$ cat config.mk
export PLATFORM = sky130hd
export DESIGN_NAME = usb11_frame_sched
export DESIGN_NICKNAME = d
export VERILOG_FILES = /design/src/rtl/usb11_frame_sched.sv
export SDC_FILE = /design/constraint.sdc
export NUM_CORES = 1
export LEC_CHECK = 0
export BUFFER_PORTS_ARGS = -buffer_cell sky130_fd_sc_hd__clkbuf_2
export CORE_AREA = 5 5 115 74
export CTS_BUF_LIST = sky130_fd_sc_hd__clkbuf_4
export CTS_CLUSTER_SIZE = 14
export DETAILED_ROUTE_END_ITERATION = 10
export DIE_AREA = 0 0 120 79
export PLACE_DENSITY = 0.76
export SETUP_SLACK_MARGIN = 0.5
export SLEW_MARGIN = 30
export SYNTH_ARGS = -nofsm -noshare
export SYNTH_HDL_FRONTEND = slang
export SYNTH_SLANG_ARGS = --single-unit
$ cat constraint.sdc
create_clock -name clk -period 2.18 [get_ports clk]
set_input_delay 0.218 -clock clk [delete_from_list [all_inputs] [get_ports clk]]
set_output_delay 0.218 -clock clk [all_outputs]
set_load 0.005 [all_outputs]
$ cat src/rtl/usb11_frame_sched.sv
// Command-stream scheduler for usb11_ctrl: arbitrates host command packets against
// an internally generated 1 ms SOF token stream and tracks response windows.
module usb11_frame_sched #(
  parameter int FRAME_CYCLES = 148000,
  parameter int GUARD_CYCLES = 14800,
  parameter int RSP_TIMEOUT  = 16384
) (
  input  logic        clk,
  input  logic        reset,
  input  logic [15:0] host_cmd,
  input  logic        host_cmd_valid,
  output logic        host_cmd_ready,
  input  logic        sof_ena,
  input  logic        cmd_full,
  input  logic        rsp_done,
  output logic [15:0] cmd_out,
  output logic        cmd_out_wr,
  output logic [10:0] frame_num,
  output logic        sof_sent,
  output logic        sof_overrun,
  output logic        rsp_timeout,
  output logic        busy
);

  localparam int TW = (FRAME_CYCLES > 1) ? $clog2(FRAME_CYCLES) : 1;
  localparam int RW = (RSP_TIMEOUT > 1) ? $clog2(RSP_TIMEOUT) : 1;
  localparam logic [TW-1:0] TIMER_LAST  = TW'(FRAME_CYCLES - 1);
  localparam logic [TW-1:0] GUARD_START = TW'(FRAME_CYCLES - GUARD_CYCLES);
  localparam logic [RW-1:0] RSP_LAST    = RW'(RSP_TIMEOUT - 1);

  typedef enum logic [1:0] {
    ST_IDLE     = 2'd0,
    ST_HOST_PKT = 2'd1,
    ST_SOF      = 2'd2,
    ST_WAIT_RSP = 2'd3
  } state_e;

  // Inverted CRC5 (x^5+x^2+1, seed all-ones, LSB first) packed bit-reversed
  // above the frame number's top three bits, as the token's last byte.
  function automatic logic [7:0] sof_crc_byte(input logic [10:0] fn);
    logic [4:0] crc;
    logic [4:0] c;
    logic       fb;
    crc = 5'b11111;
    for (int i = 0; i < 11; i++) begin
      fb  = fn[i] ^ crc[4];
      crc = {crc[3:0], 1'b0} ^ (fb ? 5'b00101 : 5'b00000);
    end
    c = ~crc;
    return {c[0], c[1], c[2], c[3], c[4], fn[10:8]};
  endfunction

  state_e        state_q, state_d;
  logic [1:0]    sof_idx_q, sof_idx_d;
  logic [RW-1:0] rsp_cnt_q, rsp_cnt_d;
  logic [TW-1:0] timer_q, timer_d;
  logic          sof_pending_q, sof_pending_d;
  logic          sof_ena_q;
  logic [10:0]   frame_num_q, frame_num_d;
  logic [15:0]   cmd_out_q, cmd_out_d;
  logic          cmd_out_wr_q, cmd_out_wr_d;
  logic          sof_sent_q, sof_sent_d;
  logic          sof_overrun_q, sof_overrun_d;
  logic          rsp_timeout_q, rsp_timeout_d;

  logic          sof_start_s;
  logic          sof_done_s;
  logic          pkt_ok_s;
  logic          ready_s;
  logic [15:0]   sof_word_s;
  state_e        last_next_s;

  assign sof_start_s = sof_pending_q && sof_ena && !cmd_full;
  assign pkt_ok_s    = !sof_ena || (timer_q < GUARD_START);
  assign last_next_s = host_cmd[12] ? ST_WAIT_RSP : ST_IDLE;

  // SOF word selected by position within the token sequence
  always_comb begin
    sof_word_s = 16'hC080;
    case (sof_idx_q)
      2'd0:    sof_word_s = 16'hC080;
      2'd1:    sof_word_s = 16'h40A5;
      2'd2:    sof_word_s = {8'h40, frame_num_q[7:0]};
      2'd3:    sof_word_s = {8'h60, sof_crc_byte(frame_num_q)};
      default: sof_word_s = 16'hC080;
    endcase
  end

  // Scheduler next-state and output-word selection
  always_comb begin
    state_d       = state_q;
    sof_idx_d     = sof_idx_q;
    rsp_cnt_d     = {RW{1'b0}};
    frame_num_d   = frame_num_q;
    cmd_out_d     = cmd_out_q;
    cmd_out_wr_d  = 1'b0;
    sof_sent_d    = 1'b0;
    rsp_timeout_d = 1'b0;
    sof_done_s    = 1'b0;
    ready_s       = 1'b0;
    case (state_q)
      ST_IDLE: begin
        if (sof_start_s) begin
          cmd_out_d    = 16'hC080;
          cmd_out_wr_d = 1'b1;
          sof_idx_d    = 2'd1;
          state_d      = ST_SOF;
        end else if (cmd_full || (sof_pending_q && sof_ena)) begin
          ready_s = 1'b0;
        end else if (host_cmd[15:14] == 2'b00) begin
          ready_s = 1'b1;
          if (host_cmd_valid) begin
            cmd_out_d    = host_cmd;
            cmd_out_wr_d = 1'b1;
          end else begin
            cmd_out_wr_d = 1'b0;
          end
        end else if (host_cmd[15]) begin
          ready_s = pkt_ok_s;
          if (host_cmd_valid && pkt_ok_s) begin
            cmd_out_d    = host_cmd;
            cmd_out_wr_d = 1'b1;
            state_d      = host_cmd[13] ? last_next_s : ST_HOST_PKT;
          end else begin
            cmd_out_wr_d = 1'b0;
          end
        end else begin
          // A continuation word with no open packet is drained, not forwarded.
          ready_s = 1'b1;
        end
      end
      ST_HOST_PKT: begin
        ready_s = !cmd_full;
        if (host_cmd_valid && !cmd_full) begin
          cmd_out_d    = host_cmd;
          cmd_out_wr_d = 1'b1;
          state_d      = host_cmd[13] ? last_next_s : ST_HOST_PKT;
        end else begin
          cmd_out_wr_d = 1'b0;
        end
      end
      ST_SOF: begin
        if (!cmd_full) begin
          cmd_out_d    = sof_word_s;
          cmd_out_wr_d = 1'b1;
          if (sof_idx_q == 2'd3) begin
            sof_sent_d  = 1'b1;
            sof_done_s  = 1'b1;
            frame_num_d = frame_num_q + 11'd1;
            sof_idx_d   = 2'd0;
            state_d     = ST_IDLE;
          end else begin
            sof_idx_d = sof_idx_q + 2'd1;
          end
        end else begin
          cmd_out_wr_d = 1'b0;
        end
      end
      ST_WAIT_RSP: begin
        if (rsp_done) begin
          state_d = ST_IDLE;
        end else if (rsp_cnt_q == RSP_LAST) begin
          rsp_timeout_d = 1'b1;
          state_d       = ST_IDLE;
        end else begin
          rsp_cnt_d = rsp_cnt_q + {{(RW-1){1'b0}}, 1'b1};
        end
      end
      default: begin
        state_d = ST_IDLE;
      end
    endcase
  end

  // Frame timer and SOF pending flag; a tick landing during a finishing SOF re-arms it
  always_comb begin
    timer_d       = timer_q;
    sof_pending_d = sof_pending_q;
    sof_overrun_d = 1'b0;
    if (!sof_ena) begin
      timer_d       = {TW{1'b0}};
      sof_pending_d = 1'b0;
    end else if (!sof_ena_q) begin
      timer_d       = {TW{1'b0}};
      sof_pending_d = 1'b1;
    end else if (timer_q == TIMER_LAST) begin
      timer_d       = {TW{1'b0}};
      sof_pending_d = 1'b1;
      sof_overrun_d = sof_pending_q && !sof_done_s;
    end else begin
      timer_d = timer_q + {{(TW-1){1'b0}}, 1'b1};
      if (sof_done_s) begin
        sof_pending_d = 1'b0;
      end else begin
        sof_pending_d = sof_pending_q;
      end
    end
  end

  // State and output registers
  always_ff @(posedge clk or posedge reset) begin
    if (reset) begin
      state_q       <= ST_IDLE;
      sof_idx_q     <= 2'd0;
      rsp_cnt_q     <= {RW{1'b0}};
      timer_q       <= {TW{1'b0}};
      sof_pending_q <= 1'b0;
      sof_ena_q     <= 1'b0;
      frame_num_q   <= 11'd0;
      cmd_out_q     <= 16'h0000;
      cmd_out_wr_q  <= 1'b0;
      sof_sent_q    <= 1'b0;
      sof_overrun_q <= 1'b0;
      rsp_timeout_q <= 1'b0;
    end else begin
      state_q       <= state_d;
      sof_idx_q     <= sof_idx_d;
      rsp_cnt_q     <= rsp_cnt_d;
      timer_q       <= timer_d;
      sof_pending_q <= sof_pending_d;
      sof_ena_q     <= sof_ena;
      frame_num_q   <= frame_num_d;
      cmd_out_q     <= cmd_out_d;
      cmd_out_wr_q  <= cmd_out_wr_d;
      sof_sent_q    <= sof_sent_d;
      sof_overrun_q <= sof_overrun_d;
      rsp_timeout_q <= rsp_timeout_d;
    end
  end

  assign host_cmd_ready = ready_s & ~reset;
  assign cmd_out        = cmd_out_q;
  assign cmd_out_wr     = cmd_out_wr_q;
  assign frame_num      = frame_num_q;
  assign sof_sent       = sof_sent_q;
  assign sof_overrun    = sof_overrun_q;
  assign rsp_timeout    = rsp_timeout_q;
  assign busy           = (state_q != ST_IDLE);

endmodule

==> out/results.txt <==
Status -> finished, violations left
Violated checks -> setup timing
CTS tree -> yes
Seq/Total Area, Yosys -> 0.454
CP max FO -> 2
Nature of the critical path endpoint -> output pin
Post-synth EDFFs -> 0
P&R area growth vs syn -> 27.5%
Unique masters post-synth -> 49
Met2 Usage GRT -> 0.317
Core area -> 0.00748 mm2
Leakage -> 2.27 nW
Final Wtd Congestion -> 0.826
Root Driver -> clkbuf_4
Die area -> 0.00948 mm2
Clock buffer depth -> 2
Post-synth top flop -> dfrtp_1
Tcrit/Tclk final -> 1.05
Pwr/cell area -> 978 mW/mm2
Top Ports -> 55
Placement row count -> 25
CTS sink cnt -> 69
Worst slew margin -> 0.641
Maxcap violations -> 0
Starting DRT DRC Count -> 277
GRT Total Usage -> 0.208
RSZ-0062 raised after global routing -> yes
DRC -> 0
Worst Tran Pin Value -> 537 ps
Die height -> 79 um
First-pass GRT wire length -> 15500 um
Clk_skew -> 14.1 ps
Async SR Flop Fraction -> 1.00
Fin crit period -> 2290 ps
Setup violators final -> 18
Die W -> 120 um
Routed Antenna Nets -> 0
GRT Residual Overflow -> 0
WL/cell -> 16.2 um
Startpoint Class -> flip-flop
Fin Hold WS -> 32.4 ps
Cells after Synth -> 384
Cell area after synthesis -> 0.00380 mm2
Nets -> 517
Largest net degree at the start of global routing -> 33
Syn_area_per_cell -> 9.91 um2
CTS clk-pin slew, worst paths -> 110 ps
FF+latch count, synth -> 69
GR peak layer -> met2
Final HPWL DP -> 6610 um
WP data required -> 1960 ps
Detailed Route WL -> 9400 um
Final worst slack -> -111 ps
Vias per std cell -> 5.62
Worst ir drop on vdd -> 0.396 mV
Layout cells sized above 1 -> 0.344
ANT cells -> 0
Fmax -> 437 MHz
CTS Buf Count -> 9
Clk Latency, worst-skew pair -> 410 ps
Met3 Use GR -> 0.0491
Pre-CTS setup slack -> 51.3 ps
Tightest Hold Check Type -> in -> reg
Initial antenna violation count -> 0
Setup CP Type -> reg -> out
Yosys warnings -> 0
Syn Nets -> 418
Met1 Use GR -> 0.296
Slew Limit Fails -> 0
Vias in the first global route -> 3155
Detailed-route via count -> 3260
DRT Pass-1 Iters -> 5
PortBufs -> 54
Initial Util -> 0.509
Worst path arrival time -> 2070 ps
Final Hold Vio Count -> 0
Htree depth -> 3
## per-layer routing
| metal | routed length [um] | up-vias |
|---|---|---|
| li1 | - | 1530 |
| met1 | 4260 | 1591 |
| met2 | 4290 | 127 |
| met3 | 713 | 12 |
| met4 | 135 | 0 |
| met5 | 0 | - |
## cell usage in the layout, fill, tap and decap left out, drive strengths merged, types with 4 or more instances in the layout
cell         instances
nand3               19
nor4                 4
a21oi               16
dlygate4sd3          4
nand2               33
mux2                13
dfrtp               69
o21ai               14
nor3                 6
nand2b               4
a22oi                4
nand4                9
and3                 5
clkbuf              63
inv                 19
xor2                24
ha                  12
xnor2               25
nor2                40
and2                 4
buf                 47
mux2i               11
## power by group
group / switching [mW] / internal (mW)
Sequential: 0.180 / 1.50
Combinational: 1.11 / 1.19
Clock: 0.412 / 0.359
Total: 1.70 / 3.04
## layout make-up
| type | instances | area (um2) |
|---|---|---|
| clock inverter | 3 | 38.8 |
| timing repair buffer | 103 | 666 |
| fill | 587 | 2630 |
| multi-input combinational | 280 | 2130 |
| sequential | 69 | 1730 |
| clock buffer | 11 | 82.6 |
| tap | 94 | 118 |
| inverter | 20 | 86.3 |
## sequential cells by signal, indices dropped and copies added (netlist names)
signal / count
timer_q: 18
cmd_out: 16
rsp_cnt_q: 14
frame_num: 11
sof_idx_q: 2
state_q: 2
cmd_out_wr: 1
rsp_timeout: 1
sof_ena_q: 1
sof_overrun: 1
sof_pending_q: 1
sof_sent: 1
## worst paths after layout
| path | slack, ps | cells past startpoint | endpoint | from |
|---|---|---|---|---|
| min in group asynchronous | 310 | 3 | rsp_cnt_q[11] | reset |
| max in group asynchronous | 1160 | 4 | state_q[1] | reset |
| hold reg to reg | 510 | 1 | timer_q[0] | timer_q[0] |
| setup reg to reg | -90 | 8 | cmd_out[2] | timer_q[10] |
| hold / removal | 30 | 3 | cmd_out[10] | host_cmd[10] |
| setup / recovery | -110 | 7 | host_cmd_ready | timer_q[10] |
## worst max-delay path: stages, from the launching register on
cell and delay [ps]:
dfrtp_1 390, or4_1 510, o21ai_1 140, nand3b_1 110
nand4_1 120, a31oi_2 140, nor3_2 120, buf_2 130
## timing repair
| item | 4_1_cts | 5_1_grt |
|---|---|---|
| hold endpoints to repair | 14 | 0 |
| pin swaps | 11 | 13 |
| hold buffers | 4 | 0 |
| setup endpoints to repair | 43 | 57 |
| buffers inserted | 16 | 7 |
| gates resized for setup | 17 | 26 |
## cell usage after synthesis (3+ instances only)
cell type / count / area [um2]
mux2i_1: 11 / 110
xor2_1: 24 / 210
nand2b_1: 4 / 25.0
a32oi_1: 3 / 26.3
nor4_1: 4 / 25.0
or3_1: 3 / 18.8
and2_1: 4 / 25.0
a21oi_1: 16 / 80.1
a22oi_1: 4 / 30.0
nand3_1: 19 / 95.1
xnor2_1: 24 / 210
inv_1: 20 / 75.1
o21ai_0: 12 / 60.1
ha_1: 12 / 150
and3_1: 5 / 31.3
dfrtp_1: 69 / 1730
nor2_1: 40 / 150
nor3_1: 6 / 30.0
nand2_1: 33 / 124
nand4_1: 9 / 56.3
a31oi_1: 3 / 18.8
clkbuf_1: 12 / 45.0
mux2_4: 4 / 60.1
mux2_2: 9 / 101
and4_1: 3 / 26.3
## metrics by stage
| step | cell area (um2) | utilization | TNS (ps) | power, mW | std cells |
|---|---|---|---|---|---|
| 5_1_grt | 4850 | 0.649 | -3420 | 5.08 | 580 |
| 2_1_floorplan | 3880 | - | 0 | 3.02 | 384 |
| 3_5_place_dp | 4350 | 0.582 | 0 | 3.59 | 539 |
| 6_report | 4850 | 0.649 | -1190 | 4.74 | 580 |
| 3_3_place_gp | 4350 | 0.582 | 0 | 3.52 | 539 |
| 4_1_cts | 4700 | 0.629 | -766 | 4.63 | 573 |
## cell families (layout without fill, tap and decap cells)
logic type	count (synthesis)	after routing	share of synthesized area
AOI/OAI and AO/OA	57	57	0.101
xor gates and xnor gates	51	51	0.127
adders and majority gates	12	12	0.0395
buffers and inverters	35	137	0.0372
DFF	69	69	0.454
muxes	24	24	0.0714
and+or+nand+nor	136	136	0.171
Note: power is estimated with default switching activity, not from simulation.
